## config.mk

```make
export PLATFORM = sky130hd
export DESIGN_NAME = mac_feeder_parallel_16
export DESIGN_NICKNAME = d
export VERILOG_FILES = /design/src/rtl/mac_feeder_parallel_16.sv
export SDC_FILE = /design/constraint.sdc
export NUM_CORES = 1
export LEC_CHECK = 0
export ABC_AREA = 1
export CORE_ASPECT_RATIO = 0.8
export CORE_UTILIZATION = 41
export DETAILED_ROUTE_END_ITERATION = 7
export PLACE_DENSITY_LB_ADDON = 0.15
export SLEW_MARGIN = 15
export SYNTH_ARGS = -nofsm -noshare
export SYNTH_HDL_FRONTEND = slang
export SYNTH_SLANG_ARGS = --single-unit
```

## constraint.sdc

```tcl
create_clock -name clk -period 2.2 [get_ports clk]
set_input_delay 0.44 -clock clk [delete_from_list [all_inputs] [get_ports clk]]
set_output_delay 0.44 -clock clk [all_outputs]
set_load 0.01 [all_outputs]
```

## src/rtl/mac_feeder_parallel_16.sv

```systemverilog
// Operand sequencer for the two-lane parallel 16-bit MAC.
// Takes a dot-product command (element count + bias), streams act/weight pairs
// into the MAC lanes, folds the bias in on the second issue cycle (when the MAC
// psum register holds pair 0's product), drains the last psum, then pulses done.
module mac_feeder_parallel_16 #(
    parameter int unsigned DATA_WIDTH = 8,
    parameter int unsigned ACC_WIDTH  = DATA_WIDTH + 16,
    parameter int unsigned LEN_WIDTH  = 12
) (
    input  logic                    clk,
    input  logic                    reset_n,
    input  logic                    start,
    input  logic [LEN_WIDTH-1:0]    vec_len,
    input  logic [ACC_WIDTH-1:0]    bias,
    output logic                    busy,
    input  logic                    in_valid,
    output logic                    in_ready,
    input  logic [2*DATA_WIDTH-1:0] in_act,
    input  logic [2*DATA_WIDTH-1:0] in_w,
    output logic                    mac_en,
    output logic                    mac_load_accum,
    output logic [2*DATA_WIDTH-1:0] mac_act,
    output logic [2*DATA_WIDTH-1:0] mac_w,
    output logic [ACC_WIDTH-1:0]    mac_accum_prev,
    output logic                    done
);

    typedef enum logic [1:0] {
        StIdle,
        StRun,
        StDrain,
        StFin
    } state_e;

    state_e                 r_state;
    logic [LEN_WIDTH-1:0]   r_pairs_left;
    logic                   r_odd;
    logic                   r_zero_len;
    logic                   r_first_issued;
    logic                   r_load_done;
    logic [ACC_WIDTH-1:0]   r_bias;

    logic                   w_accept_cmd;
    logic                   w_beat;
    logic                   w_synth;
    logic                   w_issue;
    logic                   w_last_beat;
    logic                   w_load;
    logic [LEN_WIDTH-1:0]   w_pairs_init;

    // Decode the issue conditions from the current state and the input handshake
    always_comb begin
        w_accept_cmd = start && ((r_state == StIdle) || (r_state == StFin));
        // ceil(len/2) without a carry-out bit: max value 2^(LEN_WIDTH-1) fits
        w_pairs_init = (vec_len >> 1) + LEN_WIDTH'(vec_len[0]);
        w_beat       = (r_state == StRun) && !r_zero_len && in_valid;
        w_synth      = (r_state == StRun) && r_zero_len;
        w_issue      = w_beat || w_synth || (r_state == StDrain);
        w_last_beat  = w_beat && (r_pairs_left == LEN_WIDTH'(1));
        // Second issue of the command: psum_reg then holds pair 0's product
        w_load       = w_issue && r_first_issued && !r_load_done;
    end

    // Drive the MAC lanes: pass-through on real beats, zeros otherwise
    always_comb begin
        busy           = (r_state == StRun) || (r_state == StDrain);
        in_ready       = (r_state == StRun) && !r_zero_len;
        done           = (r_state == StFin);
        mac_en         = w_issue;
        mac_load_accum = w_load;
        mac_accum_prev = r_bias;
        mac_act        = '0;
        mac_w          = '0;
        if (w_beat) begin
            mac_act[DATA_WIDTH-1:0] = in_act[DATA_WIDTH-1:0];
            mac_w[DATA_WIDTH-1:0]   = in_w[DATA_WIDTH-1:0];
            // Odd-length vectors: the trailing lane 1 element does not exist
            if (!(w_last_beat && r_odd)) begin
                mac_act[2*DATA_WIDTH-1:DATA_WIDTH] = in_act[2*DATA_WIDTH-1:DATA_WIDTH];
                mac_w[2*DATA_WIDTH-1:DATA_WIDTH]   = in_w[2*DATA_WIDTH-1:DATA_WIDTH];
            end
        end
    end

    // Command FSM with pair counter and issue-tracking flags
    always_ff @(posedge clk or negedge reset_n) begin
        if (!reset_n) begin
            r_state        <= StIdle;
            r_pairs_left   <= '0;
            r_odd          <= 1'b0;
            r_zero_len     <= 1'b0;
            r_first_issued <= 1'b0;
            r_load_done    <= 1'b0;
            r_bias         <= '0;
        end else begin
            if (w_issue) begin
                r_first_issued <= 1'b1;
                if (w_load) begin
                    r_load_done <= 1'b1;
                end
            end
            unique case (r_state)
                StIdle, StFin: begin
                    if (w_accept_cmd) begin
                        r_pairs_left   <= w_pairs_init;
                        r_odd          <= vec_len[0];
                        r_zero_len     <= (vec_len == '0);
                        r_bias         <= bias;
                        r_first_issued <= 1'b0;
                        r_load_done    <= 1'b0;
                        r_state        <= StRun;
                    end else begin
                        r_state <= StIdle;
                    end
                end
                StRun: begin
                    if (w_synth) begin
                        r_state <= StDrain;
                    end else if (w_beat) begin
                        r_pairs_left <= r_pairs_left - LEN_WIDTH'(1);
                        if (w_last_beat) begin
                            r_state <= StDrain;
                        end
                    end
                end
                StDrain: begin
                    r_state <= StFin;
                end
                default: begin
                    r_state <= StIdle;
                end
            endcase
        end
    end

endmodule

```

==> flow_summary.json <==
{
  "p_per_area_nw_per_um2": 1100,
  "tns_ns": -2.48,
  "syn-num-nets": 474,
  "antenna_left": 0,
  "routed-via-count": 3085,
  "cts_inserted_buffers": 5,
  "yosysTopAreaCellShare": 0.395,
  "hold_buffers": 0,
  "die_h_um": 74.0,
  "seq_area_frac_synth": 0.395,
  "grt_pass1_wl_um": 13800,
  "start_util": 0.438,
  "layout_min_cycle_time_ns": 2.40,
  "fin_util": 0.740,
  "maxSlewHeadroom": 0.656,
  "hold_violations": 0,
  "end_kind": "output port",
  "post-route-cell-area_um2": 4490,
  "arrival_ns": 1.96,
  "worstHoldPathType": "in2async",
  "r2r_cells": 10,
  "die_w_um": 92.1,
  "synth_top_cell_by_area": "dfrtp_1",
  "synthesis.area_um2": 2660,
  "critPathLaunchType": "flip-flop",
  "port_buffers": 132,
  "clock_sinks": 42,
  "grt_antenna_before_repair": 0,
  "cts_buffer_depth": 2,
  "gp_congestion": 0.865,
  "drt-total-wl_um": 8600,
  "max-vdd-ir-drop_v": 0.000715,
  "finalCritPeriodShare": 1.09,
  "multiInputGateArea_um2": 1420,
  "p_leak_nw": 2.37,
  "grt_usage": 0.256,
  "post_synth_num_cell_types": 26,
  "yosys-top-cells-area": "dfrtp_1, nand2_1, inv_1",
  "drt_first_iter_violations": 164,
  "synth_area_per_cell_um2": 6.75,
  "post_dp_cell_area_um2": 4170,
  "path_clk_slew_ns": 0.08,
  "setup-violations-final": 17,
  "tritoncts": "done",
  "cts-root-buf": "clkbuf_8",
  "crit_type": "reg2out",
  "worstMarginPinSlew_ns": 0.516,
  "r2r_start": "r_state[1]",
  "fillers": 445,
  "ys_seq_elements": 42,
  "yosys_warnings": 0,
  "rsz0062_at_grt": "yes",
  "fin_nets": 639,
  "row_count": 25,
  "skew_ns": 0.00665,
  "grt_pass1_vias": 2892,
  "grt_max_degree": 43,
  "maxCapViolations": 0,
  "dpl.cell_count": 617,
  "core_um2": 6070,
  "final_layout_size_suffix_gt1_frac": 0.204,
  "syn_inst": 394,
  "max_freq_mhz": 417,
  "reg2reg_slack_ns": 0.18,
  "violations": "negative setup slack",
  "seq_area_um2": 1050,
  "drc": 0,
  "die-area_um2": 6820,
  "dpl.hpwl_um": 6050,
  "crit_path_max_fanout": 7,
  "fin_ws_ns": -0.199,
  "cp.required_ns": 1.76,
  "fin_cells": 641,
  "clkLatencyLatePin_ns": 0.30,
  "grt_overflow_total": 0,
  "rr_endpoint": "r_pairs_left[4]",
  "slew_viol_final": 0,
  "io_pins": 133,
  "vias_per_cell": 4.81,
  "detail_route.wl_per_cell_um": 13.4,
  "status": "finished, violations left",
  "n_antenna_cell": 0,
  "syn2layout_area_growth_pct": 68.9,
  "drtPass1Iterations": 4,
  "htreeDepth": 2
}
-- metal layers --
| layer | part of all wire | GRT usage | wire, um | vias up |
|---|---|---|---|---|
| met1 | 0.43 | 0.331 | 3720 | 1393 |
| met4 | 0.015 | 0.0885 | 132 | 0 |
| met5 | 0 | 0 | 0 | - |
| met3 | 0.081 | 0.0552 | 693 | 11 |
| li1 | - | - | - | 1543 |
| met2 | 0.47 | 0.431 | 4060 | 138 |
-- cell families after synthesis --
| logic type | count (synthesis) | share of synthesized area |
|---|---|---|
| AO/OA/AOI/OAI | 37 | 0.0771 |
| XOR/XNOR | 1 | 0.00329 |
| flip-flops | 42 | 0.395 |
| adder cells (fa/ha/maj) | 8 | 0.0376 |
| buffers and inverters | 81 | 0.127 |
| AND/OR/NAND/NOR | 225 | 0.360 |
-- worst max-delay path: stages, from the launching register on --
cell	delay, ns
dfrtp_1	0.39
inv_2	0.08
ha_4	0.14
inv_4	0.05
nor2_8	0.11
nand2_4	0.08
nor2_4	0.19
nand4_4	0.21
buf_6	0.18
nand3_2	0.06
inv_1	0.04
buf_2	0.13
-- layout make-up --
type	count	area share
Clock buffer	5	0.0153
Clock inverter	3	0.00418
Inverter	68	0.0585
Multi-Input combinational cell	272	0.316
Sequential cell	42	0.234
Tap cell	81	0.0226
Timing Repair Buffer	170	0.350
-- how the worst max path moves through the flow --
stage               startpoint     endpoint  slack [ns]  cells past startpoint
CTS                 r_state[1]    mac_w[10]       -0.20                     12
global placement      in_valid     mac_w[9]       -0.30                      7
global route        r_state[1]  mac_act[14]       -0.30                     11
finish              r_state[1]  mac_act[14]       -0.20                     11
detailed placement    in_valid     mac_w[8]       -0.35                      7
floorplan           r_state[1]  mac_act[10]        0.16                     12
-- cell usage after synthesis --
library cell    n
dfrtp_1        42
nor2_1         43
a21oi_1         9
ha_1            8
xor2_1          1
nand2_2         1
buf_6           4
inv_2           1
nand3_1        43
nor2_4          1
clkinv_1        1
nand4_1         3
inv_1          65
nand2_1       128
nand3b_1        1
o21ai_0        21
nor3_1          2
inv_4           1
nand4_4         1
o21ai_1         3
clkbuf_1        9
a21boi_4        1
nor4_1          1
nor2_8          1
a31oi_1         1
o211ai_1        2
-- registers in the layout, summed over array words and instances (netlist names) --
name	flops
r_load_done	1
r_first_issued	1
mac_accum_prev	24
r_odd	1
r_pairs_left	12
r_zero_len	1
r_state	2
-- what timing repair did --
item | in CTS | in global routing
resized for setup | 114 | 67
buffers inserted | 17 | 3
hold endpoints to repair | 0 | 0
endpoints found under the setup margin | 36 | 34
cloned | 1 | 0
pin swaps | 6 | 6
-- stage by stage --
stage / setup WS (ns) / hold WS, ns / total power [W]
CTS: -0.199 / 0.203 / 0.00487
floorplan: 0.158 / 0.144 / 0.00288
global route: -0.298 / 0.232 / 0.00537
finish: -0.199 / 0.185 / 0.00494
detailed placement: -0.352 / 0.466 / 0.00428
global placement: -0.300 / 0.463 / 0.00423
-- where the power goes --
| part | internal, W | leakage [nW] | switching (W) |
|---|---|---|---|
| sequential | 0.00115 | 0.516 | 0.000262 |
| clock | 0.000223 | 0.0483 | 0.000276 |
| combinational | 0.00142 | 1.81 | 0.00160 |
| total | 0.00280 | 2.37 | 0.00214 |
-- cell usage in the layout (no fill, tap or decap), drive strengths merged --
cell type,instances
clkdlybuf4s50,95
nor4,1
buf,56
a21boi,1
o21ai,24
clkinv,3
a21oi,9
clkdlybuf4s15,3
nor2,45
nor3,2
nand2,129
ha,8
clkbuf,19
dlymetal6s2s,1
inv,68
o211ai,2
dlygate4sd2,1
xor2,1
dfrtp,42
nand3,43
nand4,5
a31oi,1
nand3b,1
No activity file was read; power rests on OpenSTA's default activity.
